### src/rtl/id_operand_stage_pkg.sv
// Shared core package for the ID operand stage: default widths, the x0 index
// and the per-edge stage-register action type.
package id_operand_stage_pkg;

  localparam int unsigned DWIDTH_DEF = 32;
  localparam int unsigned AWIDTH_DEF = 5;
  localparam int unsigned REG_X0     = 0;

  typedef enum logic [1:0] {
    ACT_CAPTURE,
    ACT_HOLD,
    ACT_BUBBLE,
    ACT_FLUSH
  } stage_act_e;

endpackage

### src/rtl/id_operand_stage_if.sv
// Bundle of ID, register-file, writeback and EX-side signals of the operand stage.
// The slave modport is the stage itself; the master modport is its surroundings.
interface id_operand_stage_if
  import id_operand_stage_pkg::*;
#(
  parameter int DWIDTH = DWIDTH_DEF,
  parameter int AWIDTH = AWIDTH_DEF
);

  logic              id_valid;
  logic [AWIDTH-1:0] id_rs1;
  logic [AWIDTH-1:0] id_rs2;
  logic [AWIDTH-1:0] id_rd;
  logic              id_rd_we;
  logic              id_is_load;

  logic [AWIDTH-1:0] rf_addr1;
  logic [AWIDTH-1:0] rf_addr2;
  logic [DWIDTH-1:0] rf_q1;
  logic [DWIDTH-1:0] rf_q2;

  logic              wb_we;
  logic [AWIDTH-1:0] wb_rd;
  logic [DWIDTH-1:0] wb_data;

  logic              ex_ready;
  logic              flush;
  logic              id_ready;
  logic              load_use_stall;

  logic              ex_valid;
  logic [DWIDTH-1:0] ex_rs1_data;
  logic [DWIDTH-1:0] ex_rs2_data;
  logic [AWIDTH-1:0] ex_rd;
  logic              ex_rd_we;
  logic              ex_is_load;

  modport slave (
    input  id_valid, id_rs1, id_rs2, id_rd, id_rd_we, id_is_load,
    output rf_addr1, rf_addr2,
    input  rf_q1, rf_q2,
    input  wb_we, wb_rd, wb_data,
    input  ex_ready, flush,
    output id_ready, load_use_stall,
    output ex_valid, ex_rs1_data, ex_rs2_data, ex_rd, ex_rd_we, ex_is_load
  );

  modport master (
    output id_valid, id_rs1, id_rs2, id_rd, id_rd_we, id_is_load,
    input  rf_addr1, rf_addr2,
    output rf_q1, rf_q2,
    output wb_we, wb_rd, wb_data,
    output ex_ready, flush,
    input  id_ready, load_use_stall,
    input  ex_valid, ex_rs1_data, ex_rs2_data, ex_rd, ex_rd_we, ex_is_load
  );

endinterface

### src/rtl/id_operand_stage_hazard_unit.sv
// Combinational hazard/bypass logic: operand select, load-use detection and
// bubble/ready generation. ID_WB_BYPASS_EN selects forwarding over stalling.
module id_hazard_unit
  import id_operand_stage_pkg::*;
#(
  parameter int DWIDTH = DWIDTH_DEF,
  parameter int AWIDTH = AWIDTH_DEF
) (
  input  logic              i_id_valid,
  input  logic [AWIDTH-1:0] i_id_rs1,
  input  logic [AWIDTH-1:0] i_id_rs2,
  input  logic [DWIDTH-1:0] i_rf_q1,
  input  logic [DWIDTH-1:0] i_rf_q2,
  input  logic              i_wb_we,
  input  logic [AWIDTH-1:0] i_wb_rd,
`ifdef ID_WB_BYPASS_EN
  input  logic [DWIDTH-1:0] i_wb_data,
`endif
  input  logic              i_ex_valid,
  input  logic              i_ex_is_load,
  input  logic              i_ex_rd_we,
  input  logic [AWIDTH-1:0] i_ex_rd,
  input  logic              i_ex_ready,
  input  logic              i_flush,
  output logic [DWIDTH-1:0] o_op1,
  output logic [DWIDTH-1:0] o_op2,
  output logic              o_load_use_stall,
  output logic              o_bubble,
  output logic              o_id_ready
);

  localparam logic [AWIDTH-1:0] X0 = AWIDTH'(REG_X0);

  logic w_rs1_zero;
  logic w_rs2_zero;
  logic w_wb_live;
  logic w_wb_hit1;
  logic w_wb_hit2;
  logic w_wb_hazard;

  assign w_rs1_zero = (i_id_rs1 == X0);
  assign w_rs2_zero = (i_id_rs2 == X0);
  assign w_wb_live  = i_wb_we && (i_wb_rd != X0);
  assign w_wb_hit1  = w_wb_live && (i_wb_rd == i_id_rs1);
  assign w_wb_hit2  = w_wb_live && (i_wb_rd == i_id_rs2);

  assign o_load_use_stall = i_id_valid && i_ex_valid && i_ex_is_load && i_ex_rd_we &&
                            (i_ex_rd != X0) &&
                            ((i_ex_rd == i_id_rs1) || (i_ex_rd == i_id_rs2));

`ifdef ID_WB_BYPASS_EN
  assign o_op1       = w_rs1_zero ? '0 : (w_wb_hit1 ? i_wb_data : i_rf_q1);
  assign o_op2       = w_rs2_zero ? '0 : (w_wb_hit2 ? i_wb_data : i_rf_q2);
  assign w_wb_hazard = 1'b0;
`else
  // Without forwarding, a same-cycle writeback to a source forces one bubble
  assign o_op1       = w_rs1_zero ? '0 : i_rf_q1;
  assign o_op2       = w_rs2_zero ? '0 : i_rf_q2;
  assign w_wb_hazard = i_id_valid && (w_wb_hit1 || w_wb_hit2);
`endif

  assign o_bubble   = o_load_use_stall || w_wb_hazard;
  assign o_id_ready = i_ex_ready && !o_bubble && !i_flush;

endmodule

### src/rtl/id_operand_stage.sv
// ID operand stage: register-file read, hazard handling and the ID->EX register.
// Define ID_WB_BYPASS_EN to forward writeback data instead of stalling.
module id_operand_stage
  import id_operand_stage_pkg::*;
#(
  parameter int DWIDTH = DWIDTH_DEF,
  parameter int AWIDTH = AWIDTH_DEF
) (
  input  logic               clk,
  input  logic               rst,
  id_operand_stage_if.slave  bus
);

  localparam logic [AWIDTH-1:0] X0 = AWIDTH'(REG_X0);

  logic [DWIDTH-1:0] w_op1;
  logic [DWIDTH-1:0] w_op2;
  logic              w_load_use_stall;
  logic              w_bubble;
  logic              w_id_ready;
  logic              w_refresh1;
  logic              w_refresh2;
  stage_act_e        w_act;

  logic              r_valid;
  logic [DWIDTH-1:0] r_rs1_data;
  logic [DWIDTH-1:0] r_rs2_data;
  logic [AWIDTH-1:0] r_rd;
  logic              r_rd_we;
  logic              r_is_load;
  logic [AWIDTH-1:0] r_held_rs1;
  logic [AWIDTH-1:0] r_held_rs2;

  id_hazard_unit #(
    .DWIDTH (DWIDTH),
    .AWIDTH (AWIDTH)
  ) u_hazard (
    .i_id_valid       (bus.id_valid),
    .i_id_rs1         (bus.id_rs1),
    .i_id_rs2         (bus.id_rs2),
    .i_rf_q1          (bus.rf_q1),
    .i_rf_q2          (bus.rf_q2),
    .i_wb_we          (bus.wb_we),
    .i_wb_rd          (bus.wb_rd),
`ifdef ID_WB_BYPASS_EN
    .i_wb_data        (bus.wb_data),
`endif
    .i_ex_valid       (r_valid),
    .i_ex_is_load     (r_is_load),
    .i_ex_rd_we       (r_rd_we),
    .i_ex_rd          (r_rd),
    .i_ex_ready       (bus.ex_ready),
    .i_flush          (bus.flush),
    .o_op1            (w_op1),
    .o_op2            (w_op2),
    .o_load_use_stall (w_load_use_stall),
    .o_bubble         (w_bubble),
    .o_id_ready       (w_id_ready)
  );

  // A held instruction picks up writebacks to its own sources while EX is busy
  assign w_refresh1 = bus.wb_we && (bus.wb_rd != X0) && (bus.wb_rd == r_held_rs1);
  assign w_refresh2 = bus.wb_we && (bus.wb_rd != X0) && (bus.wb_rd == r_held_rs2);

  always_comb begin
    w_act = ACT_CAPTURE;
    if (bus.flush)         w_act = ACT_FLUSH;
    else if (!bus.ex_ready) w_act = ACT_HOLD;
    else if (w_bubble)     w_act = ACT_BUBBLE;
  end

  always_ff @(posedge clk) begin
    if (rst) begin
      r_valid    <= 1'b0;
      r_rs1_data <= '0;
      r_rs2_data <= '0;
      r_rd       <= '0;
      r_rd_we    <= 1'b0;
      r_is_load  <= 1'b0;
      r_held_rs1 <= '0;
      r_held_rs2 <= '0;
    end else begin
      unique case (w_act)
        ACT_HOLD: begin
          if (w_refresh1) r_rs1_data <= bus.wb_data;
          if (w_refresh2) r_rs2_data <= bus.wb_data;
        end
        ACT_CAPTURE: begin
          r_valid    <= bus.id_valid;
          r_rs1_data <= w_op1;
          r_rs2_data <= w_op2;
          r_rd       <= bus.id_rd;
          r_rd_we    <= bus.id_valid && bus.id_rd_we;
          r_is_load  <= bus.id_valid && bus.id_is_load;
          r_held_rs1 <= bus.id_valid ? bus.id_rs1 : X0;
          r_held_rs2 <= bus.id_valid ? bus.id_rs2 : X0;
        end
        default: begin
          r_valid    <= 1'b0;
          r_rs1_data <= '0;
          r_rs2_data <= '0;
          r_rd       <= '0;
          r_rd_we    <= 1'b0;
          r_is_load  <= 1'b0;
          r_held_rs1 <= '0;
          r_held_rs2 <= '0;
        end
      endcase
    end
  end

  assign bus.rf_addr1       = bus.id_rs1;
  assign bus.rf_addr2       = bus.id_rs2;
  assign bus.id_ready       = w_id_ready;
  assign bus.load_use_stall = w_load_use_stall;
  assign bus.ex_valid       = r_valid;
  assign bus.ex_rs1_data    = r_rs1_data;
  assign bus.ex_rs2_data    = r_rs2_data;
  assign bus.ex_rd          = r_rd;
  assign bus.ex_rd_we       = r_rd_we;
  assign bus.ex_is_load     = r_is_load;

endmodule

### src/flat_wrapper.sv
// flat-port wrapper written by rule: the top's interface ports become plain ports
module id_operand_stage_flat import id_operand_stage_pkg::*;
#(
  parameter int DWIDTH = DWIDTH_DEF,
  parameter int AWIDTH = AWIDTH_DEF
)
  (clk, rst, bus_id_valid, bus_id_rs1, bus_id_rs2, bus_id_rd, bus_id_rd_we, bus_id_is_load, bus_rf_addr1, bus_rf_addr2, bus_rf_q1, bus_rf_q2, bus_wb_we, bus_wb_rd, bus_wb_data, bus_ex_ready, bus_flush, bus_id_ready, bus_load_use_stall, bus_ex_valid, bus_ex_rs1_data, bus_ex_rs2_data, bus_ex_rd, bus_ex_rd_we, bus_ex_is_load);
  id_operand_stage_if #(.DWIDTH(DWIDTH), .AWIDTH(AWIDTH)) bus_i ();
  input  logic clk;
  input  logic rst;
  input wire logic [$bits(bus_i.id_valid)-1:0] bus_id_valid;
  input wire logic [$bits(bus_i.id_rs1)-1:0] bus_id_rs1;
  input wire logic [$bits(bus_i.id_rs2)-1:0] bus_id_rs2;
  input wire logic [$bits(bus_i.id_rd)-1:0] bus_id_rd;
  input wire logic [$bits(bus_i.id_rd_we)-1:0] bus_id_rd_we;
  input wire logic [$bits(bus_i.id_is_load)-1:0] bus_id_is_load;
  output wire logic [$bits(bus_i.rf_addr1)-1:0] bus_rf_addr1;
  output wire logic [$bits(bus_i.rf_addr2)-1:0] bus_rf_addr2;
  input wire logic [$bits(bus_i.rf_q1)-1:0] bus_rf_q1;
  input wire logic [$bits(bus_i.rf_q2)-1:0] bus_rf_q2;
  input wire logic [$bits(bus_i.wb_we)-1:0] bus_wb_we;
  input wire logic [$bits(bus_i.wb_rd)-1:0] bus_wb_rd;
  input wire logic [$bits(bus_i.wb_data)-1:0] bus_wb_data;
  input wire logic [$bits(bus_i.ex_ready)-1:0] bus_ex_ready;
  input wire logic [$bits(bus_i.flush)-1:0] bus_flush;
  output wire logic [$bits(bus_i.id_ready)-1:0] bus_id_ready;
  output wire logic [$bits(bus_i.load_use_stall)-1:0] bus_load_use_stall;
  output wire logic [$bits(bus_i.ex_valid)-1:0] bus_ex_valid;
  output wire logic [$bits(bus_i.ex_rs1_data)-1:0] bus_ex_rs1_data;
  output wire logic [$bits(bus_i.ex_rs2_data)-1:0] bus_ex_rs2_data;
  output wire logic [$bits(bus_i.ex_rd)-1:0] bus_ex_rd;
  output wire logic [$bits(bus_i.ex_rd_we)-1:0] bus_ex_rd_we;
  output wire logic [$bits(bus_i.ex_is_load)-1:0] bus_ex_is_load;
  assign bus_i.id_valid = bus_id_valid;
  assign bus_i.id_rs1 = bus_id_rs1;
  assign bus_i.id_rs2 = bus_id_rs2;
  assign bus_i.id_rd = bus_id_rd;
  assign bus_i.id_rd_we = bus_id_rd_we;
  assign bus_i.id_is_load = bus_id_is_load;
  assign bus_rf_addr1 = bus_i.rf_addr1;
  assign bus_rf_addr2 = bus_i.rf_addr2;
  assign bus_i.rf_q1 = bus_rf_q1;
  assign bus_i.rf_q2 = bus_rf_q2;
  assign bus_i.wb_we = bus_wb_we;
  assign bus_i.wb_rd = bus_wb_rd;
  assign bus_i.wb_data = bus_wb_data;
  assign bus_i.ex_ready = bus_ex_ready;
  assign bus_i.flush = bus_flush;
  assign bus_id_ready = bus_i.id_ready;
  assign bus_load_use_stall = bus_i.load_use_stall;
  assign bus_ex_valid = bus_i.ex_valid;
  assign bus_ex_rs1_data = bus_i.ex_rs1_data;
  assign bus_ex_rs2_data = bus_i.ex_rs2_data;
  assign bus_ex_rd = bus_i.ex_rd;
  assign bus_ex_rd_we = bus_i.ex_rd_we;
  assign bus_ex_is_load = bus_i.ex_is_load;
  id_operand_stage #(.DWIDTH(DWIDTH), .AWIDTH(AWIDTH)) u_core (.clk(clk), .rst(rst), .bus(bus_i));
endmodule
### config.mk
export PLATFORM = sky130hd
export DESIGN_NAME = id_operand_stage_flat
export DESIGN_NICKNAME = d
export VERILOG_FILES = /design/src/rtl/id_operand_stage_pkg.sv /design/src/rtl/id_operand_stage_if.sv /design/src/rtl/id_operand_stage_hazard_unit.sv /design/src/rtl/id_operand_stage.sv /design/src/flat_wrapper.sv
export SDC_FILE = /design/constraint.sdc
export NUM_CORES = 1
export LEC_CHECK = 0
export BUFFER_PORTS_ARGS = -buffer_cell sky130_fd_sc_hd__clkbuf_2
export CAP_MARGIN = 40
export CORE_AREA = 8 8 103 105
export CTS_CLUSTER_SIZE = 30
export DETAILED_ROUTE_END_ITERATION = 7
export DIE_AREA = 0 0 111 113
export GPL_TIMING_DRIVEN = 0
export PLACE_DENSITY = 0.84
export REMOVE_ABC_BUFFERS = 1
export SYNTH_ARGS = -nofsm -noshare
export SYNTH_HDL_FRONTEND = slang
export SYNTH_SLANG_ARGS = --single-unit
### constraint.sdc
create_clock -name clk -period 3.9 [get_ports clk]
set_input_delay 1.17 -clock clk [delete_from_list [all_inputs] [get_ports clk]]
set_output_delay 1.17 -clock clk [all_outputs]
set_load 0.01 [all_outputs]
==> impl_metrics.tcl, run 1 <==
set metrics [dict create \
    whs_endpoint "u_core.r_held_rs2[1]" \
    outcome "complete, no violations" \
    drc 0 \
    fill_cells 768 \
    num_io_pins 208 \
    slew_violations 0 \
    cts_resized 0 \
    crit_chain "clkbuf_2, or4_4, o21ai_4, o32ai_4, nor2_1, clkbuf_2" \
    drt_iter0_drc 364 \
    gp_congestion 0.8922 \
    cp.arrival_ns 2.64 \
    core-area_um2 8977 \
    crit_path_start_kind "input pin" \
    synth.most_common_cell "dfxtp_1" \
    antenna_found_initial 0 \
    p_int_uw 1288 \
    cts_hold_buf 0 \
    synth-edff-count 0 \
    async_reset_ff_share_pct 0 \
    synth_area_leader_cell "dfxtp_1" \
    r2r-end "u_core.bus.ex_rs1_data[1]" \
    peakVddDrop_v 0.0001810 \
    hold_depth 2 \
    antenna-diode-count 0 \
    nNetsFinal 751 \
    cts_root_buf "clkbuf_8" \
    multiInputGateArea_um2 2118 \
    firstDrtPassIters 6 \
    rsz0062_at_grt "false" \
    synthCells 444 \
    cts_tree "done" \
    combPwrFrac_pct 15.3 \
    worstMarginPinSlew_ns 0.9318 \
    die_w_um 111 \
    p_per_area_nw_per_um2 328.4 \
    via_per_inst 5.731 \
    path_common_cell "clkbuf_2" \
    finalSetupTns_ns 0 \
    r2r_slack_ns 1.48 \
    p_leak_uw 0.002225 \
    cp.required_ns 2.73 \
    routed_wl_um 14170 \
    synth_area_um2 4043 \
    min_period_ns 3.806 \
    htreeDepth 3 \
    finalSetupViolCount 0 \
    clk_latency_ns 0.34 \
    synth_commonest_cells "dfxtp_1, nand3_1, mux2i_1, o22ai_1, nand2_1" \
    dp_hpwl_um 10890 \
    grt_pass1_wl_um 22680 \
    ff_latch_area_um2 1642 \
    power.share.clock_pct 34.8 \
    syn_avg_cell_area_um2 9.105 \
    grt_max_degree 37 \
    area_growth_pct 33.18 \
    fin_crit_sh_pct 97.58 \
    maxCapViolations 0 \
    synthTopCellsByArea "dfxtp_1, mux2i_1, o22ai_1" \
    cp_max_fo 5 \
    grt_overflow 0 \
    slowest_stage "or4_4" \
    endpoint_kind "output pin" \
    p_sw_uw 480.6 \
    grt_pass1_vias 4566 \
    relSlewSlack_pct 37.41 \
    dr_total_vias 4258 \
    track_usage_pct 21.41 \
    clk_pin_slew_worst_paths_ns 0.08 \
    cts_buffers 9 \
    swShare_pct 27.18 \
    cp_top_family "simple AND/OR/NAND/NOR gates" \
    yosysUniqueCellTypes 26 \
    utilization_pct 59.97 \
    fp.dieH_um 113 \
    rows 35 \
    ys_warn_count 0 \
    wl_per_cell_um 19.07 \
    crit_type "in -> out" \
    clk_path_buf_depth 2 \
    cts.sinks 82 \
    fin_area_um2 5384 \
    regToRegStartpoint "u_core.bus.ex_rd[3]" \
    min_path_type "reg -> reg" \
    critPathBufInv 2 \
    rr_worst_depth 7 \
    slowest_delay_ns 0.57 \
    hold_start "u_core.r_held_rs2[1]" \
    final_antenna_net_count 0 \
    hold_viol_final 0 \
    synth-seq-area-share_pct 40.61 \
    skew_ns 0.01730 \
    port_buffers 207 \
    fmax_ghz 0.2628 \
    synth_ff_type "dfxtp_1" \
    die_area_um2 12540 \
    start_util_pct 45.03 \
    p_seq_share_pct 49.9 \
    synth_top_area_share_pct 40.61 \
    drive_gt1_share_pct 39.08 \
    ys_ff_latch 82 \
    placed_area_um2 5167 \
]
registers in the layout, indices dropped and copies added, names as in the netlist:
| register | count |
|---|---|
| u_core.bus.ex_is_load | 1 |
| u_core.bus.ex_rs1_data | 32 |
| u_core.bus.ex_valid | 1 |
| u_core.bus.ex_rd_we | 1 |
| u_core.bus.ex_rs2_data | 32 |
| u_core.bus.ex_rd | 5 |
| u_core.r_held_rs2 | 5 |
| u_core.r_held_rs1 | 5 |
how the worst max path moves through the flow:
stage / startpoint / end / depth (start not counted)
after floorplan: bus_id_rs1[0] / bus_id_ready / 5
after global placement: bus_wb_rd[1] / bus_id_ready / 7
after detailed placement: bus_wb_rd[1] / bus_id_ready / 7
after CTS: bus_wb_rd[0] / bus_id_ready / 6
after global routing: bus_wb_rd[0] / bus_id_ready / 6
final: bus_wb_rd[0] / bus_id_ready / 6
power by group through the flow:
stage          Sequential, µW  Combinational, µW  Clock [µW]
2_1_floorplan             911               98.6           0
3_3_place_gp              900                244           0
3_5_place_dp              901                265           0
4_1_cts                   882                269         629
5_1_grt                   885                291         655
6_report                  882                270         616
placed cells by master, fill, tap and decap left out, types with 7 or more instances in the layout:
cell,n
nor2_1,8
clkbuf_2,207
nand3_1,67
xor2_1,24
buf_6,8
clkbuf_8,9
o21ai_0,13
dfxtp_1,82
nand2_1,37
o22ai_1,64
mux2i_1,64
nor3_1,7
area by class of cell:
| type | count | share of cell area [%] |
|---|---|---|
| multi-input cells | 310 | 39.34 |
| flip-flops and latches | 82 | 30.49 |
| repair buffers | 223 | 23.94 |
| well taps | 111 | 2.580 |
| clock buffers | 10 | 2.370 |
| clock inverters | 6 | 1.208 |
| inverters | 1 | 0.06972 |
worst register-to-register path, delay by kind of cell (launching register included):
family | cells | cell delay [ns]
AOI/OAI and AO/OA | 3 | 0.81
buffers and inverters | 3 | 0.59
DFF | 1 | 0.37
and+or+nand+nor | 1 | 0.54
metal layers:
metal / wire length (µm) / GRT usage (%)
met1: 5437 / 23.26
met2: 7131 / 37.64
met3: 1131 / 6.085
met4: 470 / 10.09
met5: 0 / 0
kinds of logic after synthesis:
group	count (synthesis)	share of synthesized area (%)
AND/OR/NAND/NOR	128	15.60
AO/OA/AOI/OAI	87	13.25
flip-flops	82	40.61
multiplexers	64	15.85
buffers and inverters	53	8.202
XOR/XNOR	30	6.499
stage by stage:
stage | hold WS, ns | total power [µW] | worst slack [ns] | std cells
finish | 0.4607 | 1768 | 0.09431 | 743
global route | 0.4734 | 1831 | 0.04668 | 743
CTS | 0.4607 | 1780 | 0.08925 | 743
detailed placement | 0.4492 | 1166 | -0.2900 | 725
global placement | 0.4485 | 1144 | -6.072 | 710
floorplan | 0.4370 | 1010 | -3.681 | 392
timing repair:
action	in CTS	in global routing
endpoints found under the hold margin	0	0
buffers inserted	1	0
setup endpoints to repair	1	0
(Power assumes the default switching activity.)
==> inputs of run 2 (changes only) <==
--- a/config.mk
+++ b/config.mk
@@ -7,12 +7,12 @@
 export LEC_CHECK = 0
 export BUFFER_PORTS_ARGS = -buffer_cell sky130_fd_sc_hd__clkbuf_2
 export CAP_MARGIN = 40
-export CORE_AREA = 8 8 103 105
+export CORE_AREA = 8 8 80 136
 export CTS_CLUSTER_SIZE = 30
 export DETAILED_ROUTE_END_ITERATION = 7
-export DIE_AREA = 0 0 111 113
+export DIE_AREA = 0 0 88 144
 export GPL_TIMING_DRIVEN = 0
-export PLACE_DENSITY = 0.84
+export PLACE_DENSITY = 0.83
 export REMOVE_ABC_BUFFERS = 1
 export SYNTH_ARGS = -nofsm -noshare
 export SYNTH_HDL_FRONTEND = slang
==> run 2 against run 1 <==
  * Highest routed layer unchanged
  * Critical endpoint unchanged
  * Clock power rose by 25%
  * Sequential power barely moved
  * Die area rose by 1.0%
  * Clock skew fell by 0.0063 ns
  * Worst setup slack got worse by 0.057 ns
  * Routed wire length rose by 5.3%
  * Critical path type unchanged
  * Sequential share of layout area fell by 0.67 points
  * Cell count rose by 1.7%
  * Largest power group unchanged
  * Design area rose by 2.3%
==> impl_metrics.tcl, run 2 (synthesis results as in run 1) <==
set metrics [dict create \
    outcome "complete, no violations" \
    via_per_inst 5.681 \
    num_io_pins 208 \
    final_cell_mix "clkbuf_2, dfxtp_1, nand3_1" \
    grt_pass1_vias 4525 \
    clk_pin_slew_worst_paths_ns 0.06 \
    combPwrFrac_pct 14.2 \
    min_period_ns 3.862 \
    cts_buffers 9 \
    dp_hpwl_um 11370 \
    cp.arrival_ns 2.69 \
    totalPowerFinal_uw 1927 \
    path_common_cell "clkbuf_2" \
    peakVddDrop_v 0.0002925 \
    regToRegStartpoint "u_core.r_held_rs2[4]" \
    swShare_pct 25.41 \
    cts_hold_buf 0 \
    dr_total_vias 4295 \
    grt_pass1_wl_um 22100 \
    rr_worst_depth 7 \
    fp.dieH_um 144 \
    endpoint_kind "output pin" \
    nNetsFinal 753 \
    slew_violations 0 \
    finalSetupTns_ns 0 \
    grt_overflow 0 \
    slowest_delay_ns 0.57 \
    worstMarginPinSlew_ns 0.8975 \
    firstDrtPassIters 4 \
    power.share.clock_pct 40.0 \
    ff_latch_area_um2 1642 \
    r2r-end "u_core.bus.ex_rs2_data[8]" \
    hold_depth 2 \
    core-area_um2 9115 \
    crit_path_start_kind "input pin" \
    drc 0 \
    crit_chain "clkbuf_2, or4_4, o21ai_4, o32ai_4, buf_12, nor2_1, clkbuf_2" \
    area_growth_pct 36.18 \
    instances_no_fill 756 \
    die_area_um2 12670 \
    rows 47 \
    maxCapViolations 0 \
    multiInputGateArea_um2 2107 \
    cts_root_buf "clkbuf_16" \
    whs_endpoint "u_core.r_held_rs2[1]" \
    cts.sinks 82 \
    track_usage_pct 22.51 \
    finalSetupViolCount 0 \
    final_common_cell "clkbuf_2" \
    fin_crit_sh_pct 99.04 \
    clk_latency_ns 0.33 \
    port_buffers 207 \
    gp_congestion 0.9797 \
    rsz0062_at_grt "false" \
    antenna-diode-count 0 \
    drt_iter0_drc 232 \
    fill_cells 768 \
    dp.cells 736 \
    r2r_slack_ns 1.60 \
    htreeDepth 3 \
    p_sw_uw 489.6 \
    hold_start "u_core.r_held_rs2[1]" \
    skew_ns 0.01098 \
    routed_wl_um 14920 \
    cp_max_fo 13 \
    die_w_um 88 \
    p_int_uw 1437 \
    slowest_stage "or4_4" \
    crit_type "in -> out" \
    p_seq_share_pct 45.9 \
    start_util_pct 44.35 \
    min_path_type "reg -> reg" \
    hold_viol_final 0 \
    cts_tree "done" \
    p_per_area_nw_per_um2 350.0 \
    relSlewSlack_pct 39.72 \
    fmax_ghz 0.2589 \
    utilization_pct 60.40 \
    antenna_found_initial 0 \
    final_antenna_net_count 0 \
    p_leak_uw 0.002278 \
    drive_gt1_share_pct 39.43 \
    clk_path_buf_depth 2 \
    grt_max_degree 46 \
    cp.required_ns 2.73 \
    wl_per_cell_um 19.74 \
]
==> run 2: changes by cell type in the layout (fill, tap and decap cells not counted), sizes merged <==
cell / before / now
clkinvlp: 1 / 2
o32ai: 2 / 1
buf: 16 / 18
inv: 2 / 1
clkbuf: 217 / 219
bufinv: 1 / 0
==> run 2: power groups by stage <==
| stage | Sequential [µW] | Clock (µW) | Combinational [µW] |
|---|---|---|---|
| 6_report | 884 | 771 | 273 |
| 5_1_grt | 886 | 823 | 293 |
| 4_1_cts | 883 | 782 | 268 |
| 3_5_place_dp | 901 | 0 | 265 |
| 3_3_place_gp | 900 | 0 | 244 |
| 2_1_floorplan | 911 | 0 | 98.6 |
==> run 2: per-stage QoR <==
step / setup slack (ns) / hold slack [ns] / area [µm²]
after detailed placement: -0.1546 / 0.4493 / 5175
after floorplan: -3.681 / 0.4370 / 3715
after global routing: 0.004940 / 0.4853 / 5505
final: 0.03751 / 0.4554 / 5505
after CTS: 0.04974 / 0.4571 / 5463
after global placement: -6.326 / 0.4466 / 4903
==> run 2: critical path: cells and delay by family <==
| family | cells | cell delay (ns) |
|---|---|---|
| simple gates | 2 | 0.69 |
| compound gates | 2 | 0.33 |
| buf+inv | 3 | 0.49 |
==> run 2: worst max path at each step <==
stage | startpoint | slack [ns] | end | cells past startpoint
floorplan | bus_id_rs1[0] | -3.68 | bus_id_ready | 5
global placement | bus_wb_rd[1] | -6.33 | bus_id_ready | 7
detailed placement | bus_wb_rd[1] | -0.15 | bus_id_ready | 8
CTS | bus_wb_rd[0] | 0.05 | bus_id_ready | 7
global route | bus_wb_rd[0] | 0.005 | bus_id_ready | 7
finish | bus_wb_rd[0] | 0.04 | bus_id_ready | 7
==> run 2: cell type report <==
type	instances	share of cell area, %
Multi-Input combinational cell	309	38.27
Timing Repair Buffer	226	24.11
Sequential cell	82	29.82
Clock buffer	11	4.409
Tap cell	122	2.773
Clock inverter	5	0.5455
Inverter	1	0.06818
==> run 2: timing repair <==
action,CTS,global route
pin swaps,2,1
gates resized for setup,0,2
endpoints found under the hold margin,0,0
buffers inserted,2,1
endpoints found under the setup margin,1,1
gates cloned,0,1
==> run 2: metal layers <==
layer / part of all wire (%) / track usage [%]
met1: 34 / 21.91
met3: 6.7 / 4.781
met4: 6.6 / 17.79
met2: 53 / 39.68
met5: 0 / 0
